File: config.mk
export PLATFORM = sky130hd
export DESIGN_NAME = mem_rmw_bridge
export DESIGN_NICKNAME = d
export VERILOG_FILES = /design/src/rtl/mem_bridge_pkg.sv /design/src/rtl/mem_lane_unit.sv /design/src/rtl/mem_rmw_bridge.sv
export SDC_FILE = /design/constraint.sdc
export NUM_CORES = 1
export LEC_CHECK = 0
export CORE_MARGIN = 2
export CORE_UTILIZATION = 34
export CTS_CLUSTER_SIZE = 12
export DETAILED_ROUTE_END_ITERATION = 10
export GPL_TIMING_DRIVEN = 0
export PLACE_DENSITY = 0.63
export SLEW_MARGIN = 25
export SYNTH_ARGS = -nofsm -noshare
export SYNTH_HDL_FRONTEND = slang
export SYNTH_HIERARCHICAL = 1
export SYNTH_SLANG_ARGS = --single-unit
export TNS_END_PERCENT = 30
File: constraint.sdc
create_clock -name clk -period 3.65 [get_ports clk]
set_clock_uncertainty 0.2 [all_clocks]
set_input_delay 0.73 -clock clk [delete_from_list [all_inputs] [get_ports clk]]
set_output_delay 0.73 -clock clk [all_outputs]
set_load 0.01 [all_outputs]
File: src/rtl/mem_bridge_pkg.sv
// mem_bridge_pkg: shared size codes, FSM states and alignment check for the RAM bridge.
package mem_bridge_pkg;
   localparam logic [1:0] SIZE_BYTE = 2'b00;
   localparam logic [1:0] SIZE_HALF = 2'b01;
   localparam logic [1:0] SIZE_WORD = 2'b10;

   typedef enum logic [1:0] {IDLE, ACCESS, WRITE, RESP} state_t;

   // Size 2'b11 is handled as a word.
   function automatic logic misaligned(input logic [1:0] size, input logic [1:0] lo);
      return size == SIZE_BYTE ? 1'b0 : size == SIZE_HALF ? lo[0] : |lo;
   endfunction
endpackage

File: src/rtl/mem_lane_unit.sv
// mem_lane_unit: load lane extract with sign/zero extension, and store lane merge into a RAM word.
module mem_lane_unit
   import mem_bridge_pkg::*;
(
   input  logic [1:0]  size,
   input  logic        zext,
   input  logic [1:0]  lo,
   input  logic [31:0] rdata,
   input  logic [31:0] merge,
   input  logic [31:0] wdata,
   output logic [31:0] load_data,
   output logic [31:0] store_data
);
   logic [7:0]  b;
   logic [15:0] h;

   // Halfword lane uses only lo[1], so a misaligned half is truncated naturally.
   always_comb begin
      b = rdata[{lo, 3'b000} +: 8];
      h = rdata[{lo[1], 4'b0000} +: 16];
      load_data = size == SIZE_BYTE ? {{24{~zext & b[7]}}, b} :
                  size == SIZE_HALF ? {{16{~zext & h[15]}}, h} : rdata;
      store_data = merge;
      if (size == SIZE_BYTE)
         store_data[{lo, 3'b000} +: 8] = wdata[7:0];
      else if (size == SIZE_HALF)
         store_data[{lo[1], 4'b0000} +: 16] = wdata[15:0];
      else
         store_data = wdata;
   end
endmodule

File: src/rtl/mem_rmw_bridge.sv
// mem_rmw_bridge: byte/half/word req/ack bridge to a word-only RAM, read-modify-write for sub-word stores.
// Define MEM_BRIDGE_MISALIGN_TRAP_EN to answer misaligned requests with err_o instead of truncating them.
module mem_rmw_bridge
   import mem_bridge_pkg::*;
#(
   parameter int ADDR_W = 32
) (
   input  logic              clk,
   input  logic              rst,
   input  logic              req_i,
   input  logic              we_i,
   input  logic [1:0]        size_i,
   input  logic              unsigned_i,
   input  logic [ADDR_W-1:0] addr_i,
   input  logic [31:0]       wdata_i,
   output logic [31:0]       rdata_o,
   output logic              ack_o,
   output logic              err_o,
   output logic              ram_we_o,
   output logic [ADDR_W-1:0] ram_addr_o,
   output logic [31:0]       ram_wdata_o,
   input  logic [31:0]       ram_rdata_i
);
   state_t      state, state_nx;
   logic        we_q, uns_q, trap;
   logic [1:0]  size_q, lo_q;
   logic [31:0] wdata_q, merge_q, load_data, store_data;

`ifdef MEM_BRIDGE_MISALIGN_TRAP_EN
   logic err_q;
   assign trap  = misaligned(size_i, addr_i[1:0]);
   assign err_o = ack_o & err_q;
   always_ff @(posedge clk)
      if (rst) err_q <= 1'b0;
      else if (state == IDLE && req_i) err_q <= trap;
`else
   assign trap  = 1'b0;
   assign err_o = 1'b0;
`endif

   mem_lane_unit lane (
      .size      (size_q),
      .zext      (uns_q),
      .lo        (lo_q),
      .rdata     (ram_rdata_i),
      .merge     (merge_q),
      .wdata     (wdata_q),
      .load_data (load_data),
      .store_data(store_data)
   );

   always_ff @(posedge clk)
      state <= rst ? IDLE : state_nx;

   always_comb
      state_nx = state == IDLE   ? (req_i ? (trap ? RESP : ACCESS) : IDLE) :
                 state == ACCESS ? (we_q && !size_q[1] ? WRITE : RESP) :
                 state == WRITE  ? RESP : IDLE;

   // Reset gates the write strobe so an interrupted store never commits.
   always_comb begin
      ack_o       = state == RESP;
      ram_we_o    = !rst && (state == WRITE || (state == ACCESS && we_q && size_q[1]));
      ram_wdata_o = ram_we_o ? store_data : '0;
   end

   always_ff @(posedge clk)
      if (rst) begin
         rdata_o    <= '0;
         ram_addr_o <= '0;
         we_q       <= 1'b0;
         uns_q      <= 1'b0;
         size_q     <= '0;
         lo_q       <= '0;
         wdata_q    <= '0;
         merge_q    <= '0;
      end else begin
         if (state == IDLE && req_i) begin
            we_q       <= we_i;
            uns_q      <= unsigned_i;
            size_q     <= size_i;
            lo_q       <= addr_i[1:0];
            wdata_q    <= wdata_i;
            ram_addr_o <= {addr_i[ADDR_W-1:2], 2'b00};
         end
         if (state == ACCESS && !we_q) rdata_o <= load_data;
         if (state == ACCESS) merge_q <= ram_rdata_i;
      end
endmodule

==> flow_metrics.env, run 1 <==
export IMPL_status="complete, no violations"
export IMPL_synth_async_sr_flop_share_pct=0
export IMPL_wire_length_of_the_first_global_routing_pass_um=38220
export IMPL_first_iter_violations=463
export IMPL_fillers=1951
export IMPL_timing_worst_slew_pin_value_ns=0.6475
export IMPL_floorplan_die_height_um=145.7
export IMPL_max_cap_check_violation_count=0
export IMPL_largest_family_of_logic_cells_by_synthesized_area="simple AND/OR/NAND/NOR gates"
export IMPL_synth_edff_count=0
export IMPL_cts_hold_repair_buffers=0
export IMPL_netlist_top_cell_by_area="sky130_fd_sc_hd__dfxtp_1"
export IMPL_post_synthesis_adder_cell_area_fraction_pct=1.649
export IMPL_clk_transition_reported_paths_ns=0.06
export IMPL_finalHoldViolCount=0
export IMPL_start_kind="register"
export IMPL_synth_sequential_area_ratio_pct=39.29
export IMPL_detail_route_wirelength_um=24610
export IMPL_flow_area_growth_from_synthesis_pct=46.84
export IMPL_master_cell_of_the_clock_root_buffer="sky130_fd_sc_hd__clkbuf_16"
export IMPL_whs_path_depth=2
export IMPL_synth_xor_area_share_pct=0
export IMPL_antenna_found_initial=0
export IMPL_ys_dominant_reg_cell="sky130_fd_sc_hd__dfxtp_1"
export IMPL_sequential_cell_area_um2=2691
export IMPL_crit_path_max_fanout=10
export IMPL_overflow=0
export IMPL_finalSetupViolations=0
export IMPL_syn_avg_cell_area_um2=7.967
export IMPL_vdd_ir_drop_max_v=0.0003332
export IMPL_synth_cells=857
export IMPL_slew_violations=0
export IMPL_drt_pass1_iter_count=7
export IMPL_routed_wire_length_per_instance_um=18.05
export IMPL_holdCritPathClass="reg2reg"
export IMPL_final_routed_drc_violation_total=0
export IMPL_ys_ff_latch=134
export IMPL_simple_gate_share_of_the_synthesized_area_pct=22.21
export IMPL_core_rowCount=51
export IMPL_initial_utilization_pct=34.85
export IMPL_tritoncts_num_buffers=17
export IMPL_worst_skew_pair_late_latency_ns=0.41
export IMPL_post_route_cells_drive_above_1_share_pct=12.19
export IMPL_layoutNonFillerInstCount=1364
export IMPL_die_x_um=145.7
export IMPL_design_core_area_um2=19590
export IMPL_yosys_cell_types_count=45
export IMPL_setup_repair_after_global_routing_missed_its_margin="yes"
export IMPL_post_route_worst_setup_slack_ns=0.005252
export IMPL_leakage_power_nw=4.062
export IMPL_nets=1198
export IMPL_timing_critical_path_required_ns=2.72
export IMPL_grt_total_usage_pct=22.98
export IMPL_achievable_frequency_mhz=274.4
export IMPL_clock_sinks=134
export IMPL_h_tree_depth=4
export IMPL_synth_yosys_warnings=6
export IMPL_cts_max_path_buffers=2
export IMPL_worstSetupEndpointType="output port"
export IMPL_tns_ns=0
export IMPL_maxSlewHeadroom_pct=56.50
export IMPL_post_synth_main_area_contributors="sky130_fd_sc_hd__dfxtp_1, sky130_fd_sc_hd__nand2_1, sky130_fd_sc_hd__a21oi_1"
export IMPL_synthesis_area_um2=6828
export IMPL_muxShareOfSynthArea_pct=8.851
export IMPL_via_count_of_the_first_global_routing_pass=6893
export IMPL_buffer_ports_inserted=197
export IMPL_via_per_inst=5.143
export IMPL_critical_path_arrival_ns=2.71
export IMPL_globalplace_congestion=0.8867
export IMPL_placed_cells_incl_taps=1321
export IMPL_tritoncts="built"
export IMPL_floorplan_io_pins=202
export IMPL_final_min_clock_period_ns=3.645
export IMPL_synth_compound_area_share_pct=21.44
export IMPL_worst_setup_path_type="reg2out"
export IMPL_grt_start_max_net_pins=17
export IMPL_powerDensity_nw_per_um2=442.9
export IMPL_number_of_vias_in_the_routed_layout=7015
export IMPL_antenna_left=0
export IMPL_multiInputGateArea_um2=3785
export IMPL_antenna_cells_inserted=0
export IMPL_post_route_clock_period_utilization_pct=99.86
export IMPL_rr_worst_depth=7
export IMPL_hpwlAfterDp_um=18210
export IMPL_synth_most_common_cell="sky130_fd_sc_hd__nand2_1"
export IMPL_synth_top_cells_by_count="sky130_fd_sc_hd__nand2_1, sky130_fd_sc_hd__dfxtp_1, sky130_fd_sc_hd__a21oi_1, sky130_fd_sc_hd__nor2_1, sky130_fd_sc_hd__and2_1"
export IMPL_finalPower_mw=4.441
export IMPL_preCtsSetupSlack_ns=-0.6583
export IMPL_fp_dieArea_um2=21230
export IMPL_synth_largest_type_area_fraction_pct=39.29
[cell type report]
type | count | area share, %
clock buffer | 19 | 4.418
timing repair buffer | 208 | 20.60
clock inverter | 13 | 2.022
sequential | 134 | 26.84
buffer | 74 | 4.680
tap | 265 | 3.307
inverter | 8 | 0.3744
multi-input combinational | 643 | 37.75
[worst paths after layout]
kind,from,end,slack (ns)
setup / recovery,lo_q[0],ram_wdata_o[22],0.005
hold / removal,ram_addr_o[9],ram_addr_o[9],0.25
setup reg to reg,lo_q[1],rdata_o[24],1.42
hold reg to reg,ram_addr_o[9],ram_addr_o[9],0.25
[layer usage]
layer	routed length (um)	global-route usage, %	share of wire [%]	vias to the layer above
li1	-	-	-	3429
met1	10260	28.72	42	3211
met2	11140	36.70	45	320
met3	2344	7.335	9.5	55
met4	878	9.363	3.6	0
met5	0	0	0	-
[power breakdown]
group          switching [mW]  internal [mW]  total (mW)
Sequential             0.0847           1.56        1.65
Combinational           0.459          0.439       0.898
Clock                   0.667           1.23        1.90
[cell families (layout without fill, tap and decap cells)]
| group | count (synthesis) | in the layout |
|---|---|---|
| DFF | 134 | 134 |
| other | 1 | 3 |
| AOI/OAI and AO/OA | 229 | 229 |
| adders and majority gates | 9 | 9 |
| buffers and inverters | 82 | 322 |
| and+or+nand+nor | 345 | 345 |
| muxes | 57 | 57 |
[metrics by stage]
stage / util (%) / area [um^2] / hold WS (ns)
6_report: 51.18 / 10030 / 0.2516
5_1_grt: 51.18 / 10030 / 0.2712
4_1_cts: 50.95 / 9982 / 0.2534
3_5_place_dp: 46.65 / 9139 / 0.2465
3_3_place_gp: 46.65 / 9139 / 0.2405
2_1_floorplan: - / 6835 / 0.2330
[sequential cells by signal, summed over array words and instances (netlist names), 2 cells and up]
register    flops
rdata_o        32
lo_q            2
state           2
size_q          2
wdata_q        32
merge_q        32
ram_addr_o     30
[cells in the final DEF, fill, tap and decap left out, types with 5 or more instances in the layout]
cell	instances
sky130_fd_sc_hd__and2_1	41
sky130_fd_sc_hd__nand4_1	6
sky130_fd_sc_hd__a22oi_1	6
sky130_fd_sc_hd__a21oi_1	105
sky130_fd_sc_hd__o22ai_1	25
sky130_fd_sc_hd__nand2_1	215
sky130_fd_sc_hd__clkbuf_16	17
sky130_fd_sc_hd__inv_1	5
sky130_fd_sc_hd__buf_4	20
sky130_fd_sc_hd__clkdlybuf4s50_1	169
sky130_fd_sc_hd__buf_1	6
sky130_fd_sc_hd__buf_2	25
sky130_fd_sc_hd__clkbuf_1	19
sky130_fd_sc_hd__clkdlybuf4s15_1	5
sky130_fd_sc_hd__nor2_1	52
sky130_fd_sc_hd__dlymetal6s2s_1	11
sky130_fd_sc_hd__bufinv_16	5
sky130_fd_sc_hd__a221oi_1	7
sky130_fd_sc_hd__a221o_1	16
sky130_fd_sc_hd__buf_6	9
sky130_fd_sc_hd__mux2_2	17
sky130_fd_sc_hd__dfxtp_1	131
sky130_fd_sc_hd__nand3_1	9
sky130_fd_sc_hd__mux2i_1	39
sky130_fd_sc_hd__o21ai_0	24
sky130_fd_sc_hd__a211o_1	7
sky130_fd_sc_hd__ha_1	6
sky130_fd_sc_hd__a22o_1	32
sky130_fd_sc_hd__dlygate4sd2_1	9
[repair_timing]
item | CTS | global route
pin swaps | 5 | 3
resized for setup | 57 | 24
cloned | 0 | 0
buffers inserted | 10 | 1
endpoints found under the setup margin | 32 | 20
[critical path, stage by stage (launching register included)]
cell and delay [ns]:
sky130_fd_sc_hd__dfxtp_4 0.36, sky130_fd_sc_hd__buf_8 0.14, sky130_fd_sc_hd__buf_8 0.14, sky130_fd_sc_hd__inv_4 0.08
sky130_fd_sc_hd__ha_2 0.22, sky130_fd_sc_hd__nor4b_4 0.27, sky130_fd_sc_hd__buf_4 0.20, sky130_fd_sc_hd__nand4_1 0.09
sky130_fd_sc_hd__nand3_1 0.14, sky130_fd_sc_hd__and2_1 0.13, sky130_fd_sc_hd__clkdlybuf4s50_1 0.52
Note: power is estimated with default switching activity, not from simulation.
==> run 2, diff against run 1 <==
ABC_CLOCK_PERIOD_IN_PS = 3650   (was unset)
==> results of run 2 <==
Final layout, timing and power as in run 1 (identical DEF).
